$ cat src/rtl/serial_to_parallel_framed.sv
// serial_to_parallel_framed
//   Assembles framed serial bit streams into N-bit words for the TCAM
//   key/data loading path. Input bits are qualified by i_Valid. i_Start
//   marks bit 0 of a frame. Finished words sit in a valid/ready holding
//   register. Frame restarts and dropped words are reported as one-cycle
//   pulses.
//
// Parameters
//   N          word width in bits (2..64)
//   MSB_FIRST  0: first received bit lands in o_Parallel[0]
//              1: first received bit lands in o_Parallel[N-1]
//   CNT_W      width of the delivered-word counter
//
// Ports
//   clk          rising-edge clock
//   rst          synchronous active-high reset
//   i_Serial     serial data bit, used only when i_Valid=1
//   i_Valid      qualifies i_Serial this cycle
//   i_Start      marks i_Serial as bit 0 of a new frame (only with i_Valid)
//   i_Ready      downstream accepts o_Parallel this cycle
//   o_Parallel   assembled word, meaningful while o_Valid=1
//   o_Valid      holding register contains an unconsumed word
//   o_Busy       frame assembly in progress
//   o_FrameErr   one-cycle pulse: frame restarted before completion
//   o_Overflow   one-cycle pulse: completed word dropped, holding register full
//   o_WordCount  words loaded into the holding register, wraps
module serial_to_parallel_framed #(
  parameter int N         = 10,
  parameter bit MSB_FIRST = 1'b0,
  parameter int CNT_W     = 16
) (
  input  logic             clk,
  input  logic             rst,
  input  logic             i_Serial,
  input  logic             i_Valid,
  input  logic             i_Start,
  input  logic             i_Ready,
  output logic [N-1:0]     o_Parallel,
  output logic             o_Valid,
  output logic             o_Busy,
  output logic             o_FrameErr,
  output logic             o_Overflow,
  output logic [CNT_W-1:0] o_WordCount
);

  localparam int CW = $clog2(N + 1);

  typedef enum logic [0:0] {
    IDLE  = 1'b0,
    SHIFT = 1'b1
  } state_t;

  state_t           state_r, state_s;
  logic [CW-1:0]    cnt_r, cnt_s;
  logic [N-1:0]     shift_r, shift_s;
  logic [N-1:0]     word_s;
  logic [N-1:0]     par_s;
  logic             valid_s;
  logic             busy_s;
  logic             ferr_s;
  logic             ovf_s;
  logic [CNT_W-1:0] wc_s;

  // Push one bit into a partial word in the configured direction. After N
  // pushes into an empty word, the first bit sits at [0] (LSB-first) or at
  // [N-1] (MSB-first).
  function automatic logic [N-1:0] insert_bit(input logic [N-1:0] base, input logic b);
    if (MSB_FIRST) begin
      insert_bit = {base[N-2:0], b};
    end else begin
      insert_bit = {b, base[N-1:1]};
    end
  endfunction

  // Next-state, assembly and holding-register logic
  always_comb begin
    state_s = state_r;
    cnt_s   = cnt_r;
    shift_s = shift_r;
    par_s   = o_Parallel;
    valid_s = o_Valid;
    ferr_s  = 1'b0;
    ovf_s   = 1'b0;
    wc_s    = o_WordCount;
    word_s  = insert_bit(shift_r, i_Serial);

    // Consumption. A load further down overrides this when both happen on one edge.
    if (o_Valid && i_Ready) begin
      valid_s = 1'b0;
    end else begin
      valid_s = o_Valid;
    end

    case (state_r)
      IDLE: begin
        if (i_Valid && i_Start) begin
          state_s = SHIFT;
          cnt_s   = CW'(1);
          shift_s = insert_bit({N{1'b0}}, i_Serial);
        end else begin
          state_s = IDLE;
        end
      end
      SHIFT: begin
        if (i_Valid && i_Start) begin
          // A start bit wins over completion, even on the N-th bit.
          ferr_s  = 1'b1;
          cnt_s   = CW'(1);
          shift_s = insert_bit({N{1'b0}}, i_Serial);
        end else if (i_Valid && (cnt_r == CW'(N - 1))) begin
          state_s = IDLE;
          cnt_s   = {CW{1'b0}};
          shift_s = word_s;
          if (!o_Valid || i_Ready) begin
            par_s   = word_s;
            valid_s = 1'b1;
            wc_s    = o_WordCount + CNT_W'(1);
          end else begin
            ovf_s   = 1'b1;
          end
        end else if (i_Valid) begin
          cnt_s   = cnt_r + CW'(1);
          shift_s = word_s;
        end else begin
          state_s = SHIFT;
        end
      end
      default: begin
        state_s = IDLE;
        cnt_s   = {CW{1'b0}};
      end
    endcase

    busy_s = (state_s == SHIFT);
  end

  // State, assembly and output registers
  always_ff @(posedge clk) begin
    if (rst) begin
      state_r     <= IDLE;
      cnt_r       <= {CW{1'b0}};
      shift_r     <= {N{1'b0}};
      o_Parallel  <= {N{1'b0}};
      o_Valid     <= 1'b0;
      o_Busy      <= 1'b0;
      o_FrameErr  <= 1'b0;
      o_Overflow  <= 1'b0;
      o_WordCount <= {CNT_W{1'b0}};
    end else begin
      state_r     <= state_s;
      cnt_r       <= cnt_s;
      shift_r     <= shift_s;
      o_Parallel  <= par_s;
      o_Valid     <= valid_s;
      o_Busy      <= busy_s;
      o_FrameErr  <= ferr_s;
      o_Overflow  <= ovf_s;
      o_WordCount <= wc_s;
    end
  end

endmodule
$ cat config.mk
export PLATFORM = sky130hd
export DESIGN_NAME = serial_to_parallel_framed
export DESIGN_NICKNAME = d
export VERILOG_FILES = /design/src/rtl/serial_to_parallel_framed.sv
export SDC_FILE = /design/constraint.sdc
export NUM_CORES = 1
export LEC_CHECK = 0
export BUFFER_PORTS_ARGS = -buffer_cell sky130_fd_sc_hd__buf_2
export CAP_MARGIN = 20
export CELL_PAD_IN_SITES_DETAIL_PLACEMENT = 0
export CELL_PAD_IN_SITES_GLOBAL_PLACEMENT = 2
export CORE_MARGIN = 2
export CORE_UTILIZATION = 32
export CTS_CLUSTER_DIAMETER = 30
export CTS_CLUSTER_SIZE = 30
export DETAILED_ROUTE_END_ITERATION = 10
export GPL_ROUTABILITY_DRIVEN = 0
export PLACE_DENSITY_LB_ADDON = 0.1
export SLEW_MARGIN = 0
export SYNTH_ARGS = -nofsm -noshare
export SYNTH_HDL_FRONTEND = slang
export SYNTH_SLANG_ARGS = --single-unit
$ cat constraint.sdc
create_clock -name clk -period 2.5 [get_ports clk]
set_input_delay 0.5 -clock clk [delete_from_list [all_inputs] [get_ports clk]]
set_output_delay 0.5 -clock clk [all_outputs]
set_load 0.03 [all_outputs]
# Yosys cells after proc, flatten, opt, wreduce, memory -nomap -nowiden
# Index checks and enable logic that the tools add are counted.
classes:
  reduce_logical: 9
  mux: 20
  eq_ne: 3
  n_bitwise: 3
  add_sub_neg: 2
op_table:
  columns: ["cell", "n"]
  rows:
  - ["10-bit 2-to-1 mux", 4]
  - ["10-bit one-hot mux with 2 select lines", 1]
  - ["16-bit by 1-bit adder with 16-bit output, second input constant", 1]
  - ["4-bit 2-to-1 mux", 4]
  - ["1-bit 2-to-1 mux", 9]
  - ["4-bit one-hot mux with 2 select lines", 1]
  - ["4-bit by 1-bit adder with 4-bit output, second input constant", 1]
  - ["4-bit == test, second input constant", 1]
  - ["4-bit by 2-bit != test with 1-bit output, second input constant", 1]
  - ["4-bit AND reduction", 1]
  - ["4-bit OR reduction", 1]
  - ["1-bit logical AND", 3]
  - ["1-bit NOT", 3]
  - ["2-bit != test, second input constant", 1]
  - ["1-bit one-hot mux with 2 select lines", 1]
  - ["2-bit AND reduction", 1]
  - ["2-bit OR reduction", 1]
  - ["1-bit zero test", 1]
  - ["1-bit logical OR", 1]
word_totals:
  ff_bits: 44
  in_bits: 6
  word_cells: 45

# Longest topological paths before layout
depth:
  depth_word: 6
  mapped_depth: 9
  ltp_nobuf: 6

# Worst setup path before layout
# Ideal clock, no wire load.
synth_timing:
  kind: "input to register"
  from: "input i_Start"
  to: "register o_WordCount[15]"
  slack_ns: 0.650
  t_required_ns: 2.430
  setup_time_ns: 0.070
  stages: 6
  t_arrival_ns: 1.779
  path_buffers: 2
  cell_sequence: "clkbuf_1 -> and2b_2 -> nand4_4 -> buf_6 -> or4_1 -> a21oi_1"
synth_via:
  elab_chain_cells: 3
synth_lines:
  columns: ["item", "line", "source"]
  rows:
  - ["start: declaration", "36", "input logic i_Start,"]
  - ["1-bit logical AND", "105", "if (i_Valid && i_Start) begin"]
  - ["1-bit NOT (no source line)", null, null]
  - ["4-bit AND reduction (no source line)", null, null]
  - ["end signal: assignment", "148", "o_WordCount <= {CNT_W{1'b0}};"]
  - ["end signal: assignment", "158", "o_WordCount <= wc_s;"]
  - ["end: declaration", "43", "output logic [CNT_W-1:0] o_WordCount"]
# No other way between the ends.
# A chain may end at the register's enable or synchronous reset.

# Worst setup path after layout
layout_timing:
  from: "register cnt_r[0]"
  to: "register o_WordCount[8]"
layout_via:
  elab_chain_cells: 3
layout_lines:
  columns: ["item", "line", "source"]
  rows:
  - ["start: declaration", "54", "logic [CW-1:0] cnt_r, cnt_s;"]
  - ["start signal: assignment", "141", "cnt_r <= {CW{1'b0}};"]
  - ["start signal: assignment", "151", "cnt_r <= cnt_s;"]
  - ["4-bit == test", "110", "end else if (i_Valid && (cnt_r == CW'(N - 1))) begin"]
  - ["1-bit logical AND", "110", null]
  - ["4-bit AND reduction (no source line)", null, null]
# No other way between the ends.

==> reports/metrics.cfg <==
[outcome]
status=completed

[clocking]
cts_setup_buffers=0
cts_hold_buf=0
clock_latency_ns=0.30
htreeDepth=2
cts_resized=0
cts_buffers=5
root_buffer=clkbuf_8
cts.sinks=43
path_clk_slew_ns=0.09
cts_tree=done
clockBufferDepth=2

[global_route]
grt_pass1_wl_um=6760
grt_start_max_net_pins=35
grt_usage=0.139
antenna_found_initial=0
grt_pass1_vias=1450
grt_overflow_total=0

[pwr]
switching_power_uw=288
pwr-share-seq=0.529
power_density_mw_per_mm2=622
finalPower_mw=1.31
pwr-share-clk=0.434
power_leakage_nw=0.803
peakVddDrop_mv=0.273
internal_power_mw=1.03
combPwrFrac=0.036
swShare=0.219

[synthesis]
yosysWarnings=0
ys.flop_type=dfxtp_1
syn_inst=203
synth_edf_count=0
syn_area_per_cell_um2=8.75
synth_cell_types=35
async_flop_share=0
syn_area_mm2=0.00178
synth.net_count=212
yosysSeqAreaShare=0.485
synth_seq_cells=43

[final_layout]
stdcell_area_mm2=0.00211
final_layout_size_suffix_gt1_frac=0.203
synthToLayoutAreaGrowth_pct=19.1
nets=244
diodes=0

[floorplanning]
die-area_mm2=0.00616
initial_core_util=0.326
core_mm2=0.00544
die_y_um=78.5
die_w_um=78.5
rows=27
ios=36

[sta]
rsz0062_at_grt=no
finalSetupTns_ns=0
max_freq_mhz=474
hold_viol_final=0
skew_ns=0.00643
holdWs_ns=0.448
finalSetupViolCount=0
slew_viol_final=0
worstMarginPinSlew_ns=0.723
max_slew_margin=0.515
period_minus_slack_ns=2.11
setup_ws_ns=0.388
post-route-period-util=0.845

[critical_path]
start_kind=flip-flop
crit_arrival_ns=2.34
endpoint_kind=flip-flop
slowest_stage=or4_1
crit_path_cell_trace=ha_1 -> and4b_1 -> nand4_2 -> or4_1 -> a21oi_1
worstPathRequired_ns=2.73
critPathKind=reg2reg
path_delay_family=simple AND/OR/NAND/NOR gates
path_buf_inv=0
crit_fanout=10
cpPeakStageDelay_ns=0.55

[detailed_routing]
drt_iter0_markers=107
vias=1569
wl_per_cell_um=13.1
drc=0
drt_first_pass_iters=4
postRouteAntennaNets=0
via_per_inst=5.09
routed_wl_um=4030

[placement]
io_buffers=35
pre_cts_slack_ns=0.331
dp_hpwl_um=2720
placed_area_mm2=0.00200

[flow_run]
max_cap_viol_count=0

[min_path]
hold_path_class=in2reg

-- cell usage after synthesis, types with 2 or more instances --
cell type	n	area (µm²)
nor2b_1	2	12.5
nand4_1	7	43.8
dfxtp_1	43	861
buf_2	2	10.0
nand2_1	32	120
o21ai_1	4	20.0
inv_1	3	11.3
or4_1	7	52.6
ha_1	3	37.5
o31ai_1	7	52.6
nor3_1	2	10.0
or3_1	4	25.0
and4_1	3	26.3
and3_1	2	12.5
a22oi_1	8	60.1
clkbuf_1	7	26.3
nor2_1	16	60.1
a21oi_1	25	125
xor2_1	4	35.0
nand3_1	4	20.0
o21ai_0	4	20.0
-- cells by family after synthesis --
group	share of synthesized area
flops	0.485
mux	0.00634
compound gates	0.171
buf+inv	0.0395
fa+ha+maj	0.0211
xor+xnor	0.0247
simple gates	0.253
-- sequential cells by signal, indices dropped and copies added (netlist names) --
signal       count
o_Parallel      10
o_WordCount     16
state_r          1
o_Overflow       1
shift_r          9
o_FrameErr       1
o_Valid          1
cnt_r            4
-- layout make-up --
type	instances	area (µm²)
tap	72	90.1
clock buffer	6	82.6
timing repair buffer	37	190
fill	575	3320
clock inverter	2	35.0
multi-input combinational	145	845
sequential	43	861
inverter	3	11.3
-- path summary, 6_finish.rpt --
check | from | cells after the start | endpoint | slack [ns]
setup / recovery | cnt_r[0]$_SDFFE_PP0P_ | 5 | o_WordCount[8]$_SDFFE_PP0P_ | 0.39
hold / removal | i_Serial | 3 | shift_r[9]$_SDFFE_PP0P_ | 0.45
setup reg to reg | cnt_r[0]$_SDFFE_PP0P_ | 5 | o_WordCount[8]$_SDFFE_PP0P_ | 0.39
hold reg to reg | o_Parallel[3]$_SDFFE_PP0P_ | 2 | o_Parallel[3]$_SDFFE_PP0P_ | 0.45
-- cell usage in the layout, fill, tap and decap left out, drive strengths merged, types with 4 or more instances in the layout --
cell	count
a21oi	25
a22oi	8
buf	37
clkbuf	6
dfxtp	43
nand2	32
nand3	4
nand4	9
nor2	16
o21ai	8
o31ai	7
or3	4
or4	7
xor2	4
-- metal layers --
metal	global-route usage	vias to the layer above	share of wire	routed length [µm]
li1	-	793	-	-
met1	0.174	724	0.46	1840
met3	0.0356	8	0.059	237
met4	0.0632	0	0.020	80
met2	0.223	44	0.47	1880
met5	0	-	0	0
-- power groups by stage --
stage               sequential (mW)  combinational [mW]  clock, mW
global placement              0.711              0.0465          0
global route                  0.697              0.0546      0.617
floorplan                     0.714              0.0301          0
finish                        0.696              0.0478      0.571
detailed placement            0.712              0.0484          0
CTS                           0.696              0.0487      0.591
-- worst min-delay path: stages --
cell and delay, ns:
buf_2 0.10, nand2_1 0.05, a21oi_1 0.05
-- metrics by stage --
step / utilization / std cells
CTS: 0.389 / 308
floorplan: - / 203
detailed placement: 0.367 / 300
global route: 0.389 / 308
finish: 0.389 / 308
global placement: 0.367 / 300
No activity file was read; power rests on OpenSTA's default activity.
